### src/rtl/ps2_key_decoder.sv
// PS/2 keyboard receiver: synchronizes and filters the raw lines, frames
// bytes, and folds E0/F0 prefixes into a toggle-flagged key event.
module ps2_key_decoder #(
    parameter int FILTER_LEN     = 8,
    parameter int TIMEOUT_CYCLES = 24576
) (
    input  logic        I_CLK,
    input  logic        I_RESETn,
    input  logic        I_PS2_CLK,
    input  logic        I_PS2_DAT,
    output logic [10:0] O_PS2_KEY,
    output logic        O_ERR
);

    localparam int FW = $clog2(FILTER_LEN + 1);
    localparam int TW = $clog2(TIMEOUT_CYCLES + 1);

    logic [1:0]    clk_sync;
    logic [1:0]    dat_sync;
    logic          clk_s;
    logic          dat_s;

    logic [FW-1:0] filt_cnt;
    logic          filt_clk;
    logic          flip;
    logic          fall;

    logic [3:0]    bit_cnt;
    logic [9:0]    shreg;
    logic [10:0]   frame;
    logic          done;
    logic [TW-1:0] to_cnt;
    logic          timeout;

    logic [7:0]    data;
    logic          frame_ok;
    logic          ext;
    logic          brk;

    assign clk_s = clk_sync[1];
    assign dat_s = dat_sync[1];

    // Two-flop synchronizers, idle-high after reset
    always_ff @(posedge I_CLK or negedge I_RESETn) begin
        if (!I_RESETn) begin
            clk_sync <= 2'b11;
            dat_sync <= 2'b11;
        end else begin
            clk_sync <= {clk_sync[0], I_PS2_CLK};
            dat_sync <= {dat_sync[0], I_PS2_DAT};
        end
    end

    // The filtered clock flips on the FILTER_LEN-th cycle of a new level
    assign flip = (clk_s != filt_clk) &&
                  (filt_cnt == FW'(FILTER_LEN - 1));
    assign fall = flip && filt_clk;

    // Glitch filter on the synchronized PS/2 clock
    always_ff @(posedge I_CLK or negedge I_RESETn) begin
        if (!I_RESETn) begin
            filt_cnt <= '0;
            filt_clk <= 1'b1;
        end else if (clk_s == filt_clk) begin
            filt_cnt <= '0;
        end else if (flip) begin
            filt_clk <= clk_s;
            filt_cnt <= '0;
        end else begin
            filt_cnt <= filt_cnt + 1'b1;
        end
    end

    // Abort only when a frame is open and no edge arrived in time
    assign timeout = (bit_cnt != 4'd0) && !fall &&
                     (to_cnt == TW'(TIMEOUT_CYCLES - 1));

    // Bit framing: shift LSB first, hand the full frame over after the stop bit
    always_ff @(posedge I_CLK or negedge I_RESETn) begin
        if (!I_RESETn) begin
            bit_cnt <= 4'd0;
            shreg   <= '0;
            frame   <= '0;
            done    <= 1'b0;
        end else begin
            done <= 1'b0;
            if (fall) begin
                if (bit_cnt == 4'd10) begin
                    frame   <= {dat_s, shreg};
                    done    <= 1'b1;
                    bit_cnt <= 4'd0;
                end else begin
                    shreg   <= {dat_s, shreg[9:1]};
                    bit_cnt <= bit_cnt + 4'd1;
                end
            end else if (timeout) begin
                bit_cnt <= 4'd0;
            end
        end
    end

    // Inter-edge timer, held at zero while idle
    always_ff @(posedge I_CLK or negedge I_RESETn) begin
        if (!I_RESETn) begin
            to_cnt <= '0;
        end else if (fall || bit_cnt == 4'd0 || timeout) begin
            to_cnt <= '0;
        end else begin
            to_cnt <= to_cnt + 1'b1;
        end
    end

    assign data     = frame[8:1];
    assign frame_ok = !frame[0] && frame[10] && (^frame[9:1]);

    // Byte interpretation: prefixes, ignored responses, and key events
    always_ff @(posedge I_CLK or negedge I_RESETn) begin
        if (!I_RESETn) begin
            O_PS2_KEY <= 11'h000;
            O_ERR     <= 1'b0;
            ext       <= 1'b0;
            brk       <= 1'b0;
        end else begin
            O_ERR <= 1'b0;
            if (timeout) begin
                ext   <= 1'b0;
                brk   <= 1'b0;
                O_ERR <= 1'b1;
            end else if (done) begin
                if (!frame_ok) begin
                    ext   <= 1'b0;
                    brk   <= 1'b0;
                    O_ERR <= 1'b1;
                end else begin
                    case (data)
                        8'hE0: ext <= 1'b1;
                        8'hF0: brk <= 1'b1;
                        8'hE1, 8'hAA, 8'hEE, 8'hFA,
                        8'hFE, 8'h00, 8'hFF: begin
                            ext <= 1'b0;
                            brk <= 1'b0;
                        end
                        default: begin
                            O_PS2_KEY <= {~O_PS2_KEY[10], ~brk, ext, data};
                            ext       <= 1'b0;
                            brk       <= 1'b0;
                        end
                    endcase
                end
            end
        end
    end

endmodule

### config.mk
export PLATFORM = sky130hd
export DESIGN_NAME = ps2_key_decoder
export DESIGN_NICKNAME = d
export VERILOG_FILES = /design/src/rtl/ps2_key_decoder.sv
export SDC_FILE = /design/constraint.sdc
export NUM_CORES = 1
export LEC_CHECK = 0
export ABC_AREA = 0
export BUFFER_PORTS_ARGS = -buffer_cell sky130_fd_sc_hd__buf_4
export CORE_MARGIN = 1
export CORE_UTILIZATION = 38
export DETAILED_ROUTE_END_ITERATION = 10
export GPL_ROUTABILITY_DRIVEN = 1
export PLACE_DENSITY_LB_ADDON = 0.05
export SLEW_MARGIN = 30
export SYNTH_ARGS = -nofsm -noshare
export SYNTH_HDL_FRONTEND = slang
export SYNTH_SLANG_ARGS = --single-unit
### constraint.sdc
create_clock -name I_CLK -period 1.9 [get_ports I_CLK]
set_input_delay 0 -clock I_CLK [delete_from_list [all_inputs] [get_ports I_CLK]]
set_output_delay 0 -clock I_CLK [all_outputs]
set_load 0.005 [all_outputs]
Word level (Yosys, flattened, before mapping) --
Index checks and enable logic that the tools add are counted.
Cells by class: multiply operators 0, $add $sub $neg 3, muxes and demuxes 19, divide/modulo/power cells 0, reductions and logical operators 23, equality and inequality tests 15, order comparisons 0, bitwise operators 6, shift-type cells 0
Operator list (number):
- equality test 8 bit (second input constant) | 8
- 2-to-1 mux 4 bit | 5
- adder 15 x 1 -> 15 bit (second input constant) | 1
- equality test 15 bit (second input constant) | 1
- 2-to-1 mux 15 bit | 1
- 2-to-1 mux 1 bit | 11
- AND reduction 2 bit | 5
- OR reduction 9 bit | 1
- parity 9 bit | 1
- adder 4 x 1 -> 4 bit (second input constant) | 2
- logical NOT 8 bit | 1
- logical AND 1 bit | 6
- inequality test 3 bit (second input constant) | 2
- inverter 1 bit | 6
- equality test 4 x 3 -> 1 bit (second input constant) | 1
- equality test 4 bit (second input constant) | 1
- logical NOT 4 bit | 1
- case mux 1 bit (2 select lines) | 2
- AND reduction 4 bit | 1
- nonzero test 2 bit | 2
- nonzero test 4 bit | 1
- logical NOT 1 bit | 2
- logical OR 1 bit | 2
- equality test 1 bit | 1
- inequality test 1 bit | 1
Word-level totals: logic and storage cells 79, RAM bits 0, memory bits (read-only) 0, input port bits 4, bits in latches 0, memories 0, register bits after elaboration 64

Logic depth before layout (Yosys ltp) --
depth in word-level cells 8, gate-level depth with buffers 8, mapped depth without buffers 7

Least setup slack after synthesis --
No wires, ideal clock.
path type flip-flop to flip-flop, start point register frame[1], end point register O_PS2_KEY[1], slack -0.123 ns, arrival time 1.898 ns, cell stages (with the launch flop) 9, data required time 1.775 ns, buffers on the path 1, cell sequence dfrtp_1 -> inv_1 -> ha_1 -> xnor3_1 -> xnor2_1 -> nor2_1 -> nand4_2 -> buf_6 -> mux2_4
Between the ends: cells in the longest elaborated chain, start to end 4, elaborated cells on any way between the ends 14
Ends and longest elaborated chain:
- start, declared | line 30 | logic [10:0] frame;
- start signal, assigned | line 89 | frame <= {dat_s, shreg};
- equality test 8 bit or logical NOT 8 bit (tied branches) | line 135 | case (data)
- OR reduction 9 bit (no line)
- inverter 1 bit (no line)
- AND reduction 4 bit (no line) (*)
- end signal, assigned | line 144 | O_PS2_KEY <= {~O_PS2_KEY[10], ~brk, ext, data};
- end, declared | line 11 | output logic [10:0] O_PS2_KEY,
Mark *: on every way between the ends. The rest lies on a longest branch, timed or not. A chain may end at the register's enable or synchronous reset.

Final worst setup path --
start point register frame[2], end point register O_PS2_KEY[8]
The elaborated chain is that of the path after synthesis.

==> flow_metrics.tcl <==
set metrics [dict create \
    synth-edff-count 0 \
    synth_fa_ha_area_share_pct 7.420 \
    cp_cell_sequence "inv_2, ha_4, xnor3_1, xnor2_2, nor2_1, nand4_2, buf_6, mux2_4" \
    cts_inserted_buffers 9 \
    first_pass_iters 4 \
    cts.path.max_buffers 2 \
    worstSetupStartpointType "register" \
    syn_nets 283 \
    syn_to_final_growth_pct 29.47 \
    htreeDepth 3 \
    drc 0 \
    place_hpwl_mm 3.780 \
    finalCriticalPeriod_ns 2.115 \
    clockRootBuffer "clkbuf_8" \
    utilization_pct 50.86 \
    cts_sinks 64 \
    start_util_pct 39.28 \
    cts_tree "done" \
    synth_xor_area_share_pct 5.647 \
    dpl-instance-area_um2 3560 \
    clock-skew-final_ns 0.01187 \
    synth_area_um2 3035 \
    final.setup.tns_ns -2.074 \
    die_w_um 91.38 \
    place_ws_ns -0.2361 \
    reg2reg_slack_ns -0.21 \
    n_antenna_cell 0 \
    yosysWarnings 0 \
    drt_iter0_markers 38 \
    path_class "register to register" \
    timing_hold_violations_final 0 \
    relSlewSlack_pct 46.84 \
    rr_endpoint "O_PS2_KEY[8]$_DFFE_PN0P_" \
    worstSkewPairLatency_ns 0.34 \
    portBuffers 15 \
    ys_seq_elements 64 \
    grt_max_degree 65 \
    grt_first_pass_wirelength_mm 9.673 \
    row_count 32 \
    drt-vias-per-instance 4.627 \
    fin_crit_sh_pct 111.3 \
    ys_seq_area_share_pct 52.97 \
    synth-compound-area-share_pct 4.782 \
    async_flop_share_pct 100.0 \
    design_area_um2 3930 \
    drv_slew 0 \
    avgSynthCellArea_um2 11.63 \
    final.fill_count 685 \
    finalSetupViolations 13 \
    synthMuxAreaShare_pct 10.51 \
    min_path_type "primary input to async pin" \
    die_h_um 91.38 \
    r2r_cells 8 \
    synthSimpleGateAreaFrac_pct 15.70 \
    ir_worst_vdd_mv 0.3665 \
    clk_pin_slew_worst_paths_ns 0.07 \
    gp_congestion 0.7239 \
    io_pins 16 \
    violations "negative setup slack" \
    postRouteAntennaNets 0 \
    totalWireLength_mm 5.532 \
    fmax_mhz 472.9 \
    arrival_ns 2.33 \
    power_per_cell_area_nw_per_um2 763.9 \
    status "finished, violations left" \
    worst_slack_ns -0.2148 \
    drive_gt1_share_pct 36.12 \
    synth_top_family_by_area "simple AND/OR/NAND/NOR gates" \
    grt_pass1_vias 2055 \
    nets 352 \
    die_area_um2 8349 \
    ys_types 38 \
    syn_inst 261 \
    cp_slowest_stage_delay_ns 0.41 \
    ys.flop_type "dfrtp_1" \
    antenna_found_initial 0 \
    crit_path_max_fanout 9 \
    whs_ns 0.2920 \
    avgRoutedWirePerCell_um 12.66 \
    end_kind "register" \
    crit-reg2reg-launch "frame[2]$_DFFE_PN0P_" \
    drv_cap 0 \
    coreArea_um2 7727 \
    track_usage_pct 15.11 \
    grt_overflow_total 0 \
    num_vias 2022 \
    power.leakage_uw 0.001898 \
    cp.required_ns 2.12 \
    rsz0062_at_grt "true" \
    slowest_stage "xnor3_1" \
    worst_slew_pin_slew_ns 0.7974 \
]
==> worst max-delay path by stage <==
stage / depth (start not counted) / slack (ns) / to / from
after floorplan: 8 / -0.12 / O_PS2_KEY[1]$_DFFE_PN0P_ / frame[1]$_DFFE_PN0P_
after global placement: 8 / -0.20 / O_PS2_KEY[4]$_DFFE_PN0P_ / frame[1]$_DFFE_PN0P_
final: 8 / -0.21 / O_PS2_KEY[8]$_DFFE_PN0P_ / frame[2]$_DFFE_PN0P_
after detailed placement: 8 / -0.24 / O_PS2_KEY[5]$_DFFE_PN0P_ / frame[1]$_DFFE_PN0P_
after global routing: 8 / -0.29 / O_PS2_KEY[4]$_DFFE_PN0P_ / frame[1]$_DFFE_PN0P_
after CTS: 8 / -0.16 / O_PS2_KEY[6]$_DFFE_PN0P_ / frame[7]$_DFFE_PN0P_
==> final cells by class <==
class	instances	area, um2	area share (%)
clock buffers	11	131.4	3.343
clock inverters	5	105.1	2.674
inverters	13	48.80	1.242
multi-input cells	178	1389	35.34
flip-flops and latches	64	1608	40.91
well taps	102	127.6	3.247
repair buffers	64	520.5	13.24
==> synth_stat cells, types with 2 or more instances <==
master	count	area, um2
nand3_1	17	85.08
xnor2_1	10	87.58
dfrtp_1	59	1476
o21ai_0	11	55.05
nand4b_1	2	17.52
buf_2	3	15.01
nor2b_1	2	12.51
o211ai_1	2	15.01
a21oi_1	3	15.01
dfstp_2	5	131.4
nor3_1	5	25.02
mux2i_1	3	30.03
nand2_1	24	90.09
nand4_1	6	37.54
buf_6	2	22.52
mux2_4	8	120.1
mux2_2	15	168.9
xor2_1	7	61.31
nand2b_1	2	12.51
a31oi_1	4	25.02
ha_1	18	225.2
inv_1	13	48.80
nor2_1	25	93.84
==> worst max-delay path: cells and delay by family (launching register included) <==
kind	cells	cell delay, ns
adder cells (fa/ha/maj)	1	0.25
AND/OR/NAND/NOR	2	0.26
buffers and inverters	2	0.24
XOR/XNOR	2	0.59
multiplexers	1	0.29
flip-flops	1	0.36
==> state kept, by name, summed over array words and instances, names as in the netlist <==
| signal | flops |
|---|---|
| filt_cnt | 4 |
| dat_sync | 2 |
| bit_cnt | 4 |
| clk_sync | 2 |
| brk | 1 |
| done | 1 |
| frame | 11 |
| O_PS2_KEY | 11 |
| filt_clk | 1 |
| O_ERR | 1 |
| ext | 1 |
| to_cnt | 15 |
| shreg | 10 |
==> repair_timing <==
action / 4_1_cts / 5_1_grt
hold endpoints to repair: 61 / 0
endpoints found under the setup margin: 12 / 16
hold buffers: 3 / 0
pin swaps: 1 / 7
gates resized for setup: 7 / 5
setup buffers: 3 / 3
==> cell usage in the layout, fill, tap and decap left out, drive strengths merged, types with 4 or more instances in the layout <==
cell	netlist	layout
a31oi	4	4
buf	5	61
clkbuf	1	11
dfrtp	59	59
dfstp	5	5
ha	18	18
inv	13	13
mux2	23	23
nand2	24	24
nand3	17	17
nand4	8	8
nor2	25	25
nor3	5	5
o21ai	11	11
xnor2	10	10
xor2	7	7
==> through the flow <==
step	std cells	power [uW]
after floorplan	261	1544
after global placement	412	1625
after detailed placement	412	1627
after CTS	434	3065
after global routing	437	3131
final	437	3002
==> routing by layer <==
metal,GRT usage (%),routed length (um),vias up
li1,-,-,1034
met3,5.109,196,8
met2,23.80,2481,26
met1,19.39,2787,954
met4,5.159,66,0
met5,0,0,-
==> kinds of logic (layout without fill, tap and decap cells) <==
kind of cell,count (synthesis),count (layout)
flip-flops,64,64
buffers and inverters,19,93
multiplexers,26,26
XOR/XNOR,18,18
AND/OR/NAND/NOR,93,93
adder cells (fa/ha/maj),18,18
AO/OA/AOI/OAI,23,23
==> power breakdown <==
group	internal [uW]	total, uW	leakage (uW)	switching, uW
logic	80.6	164	0.000914	83.2
registers	1410	1440	0.000875	24.8
clock network	873	1400	0.000110	529
Note: power is estimated with default switching activity, not from simulation.
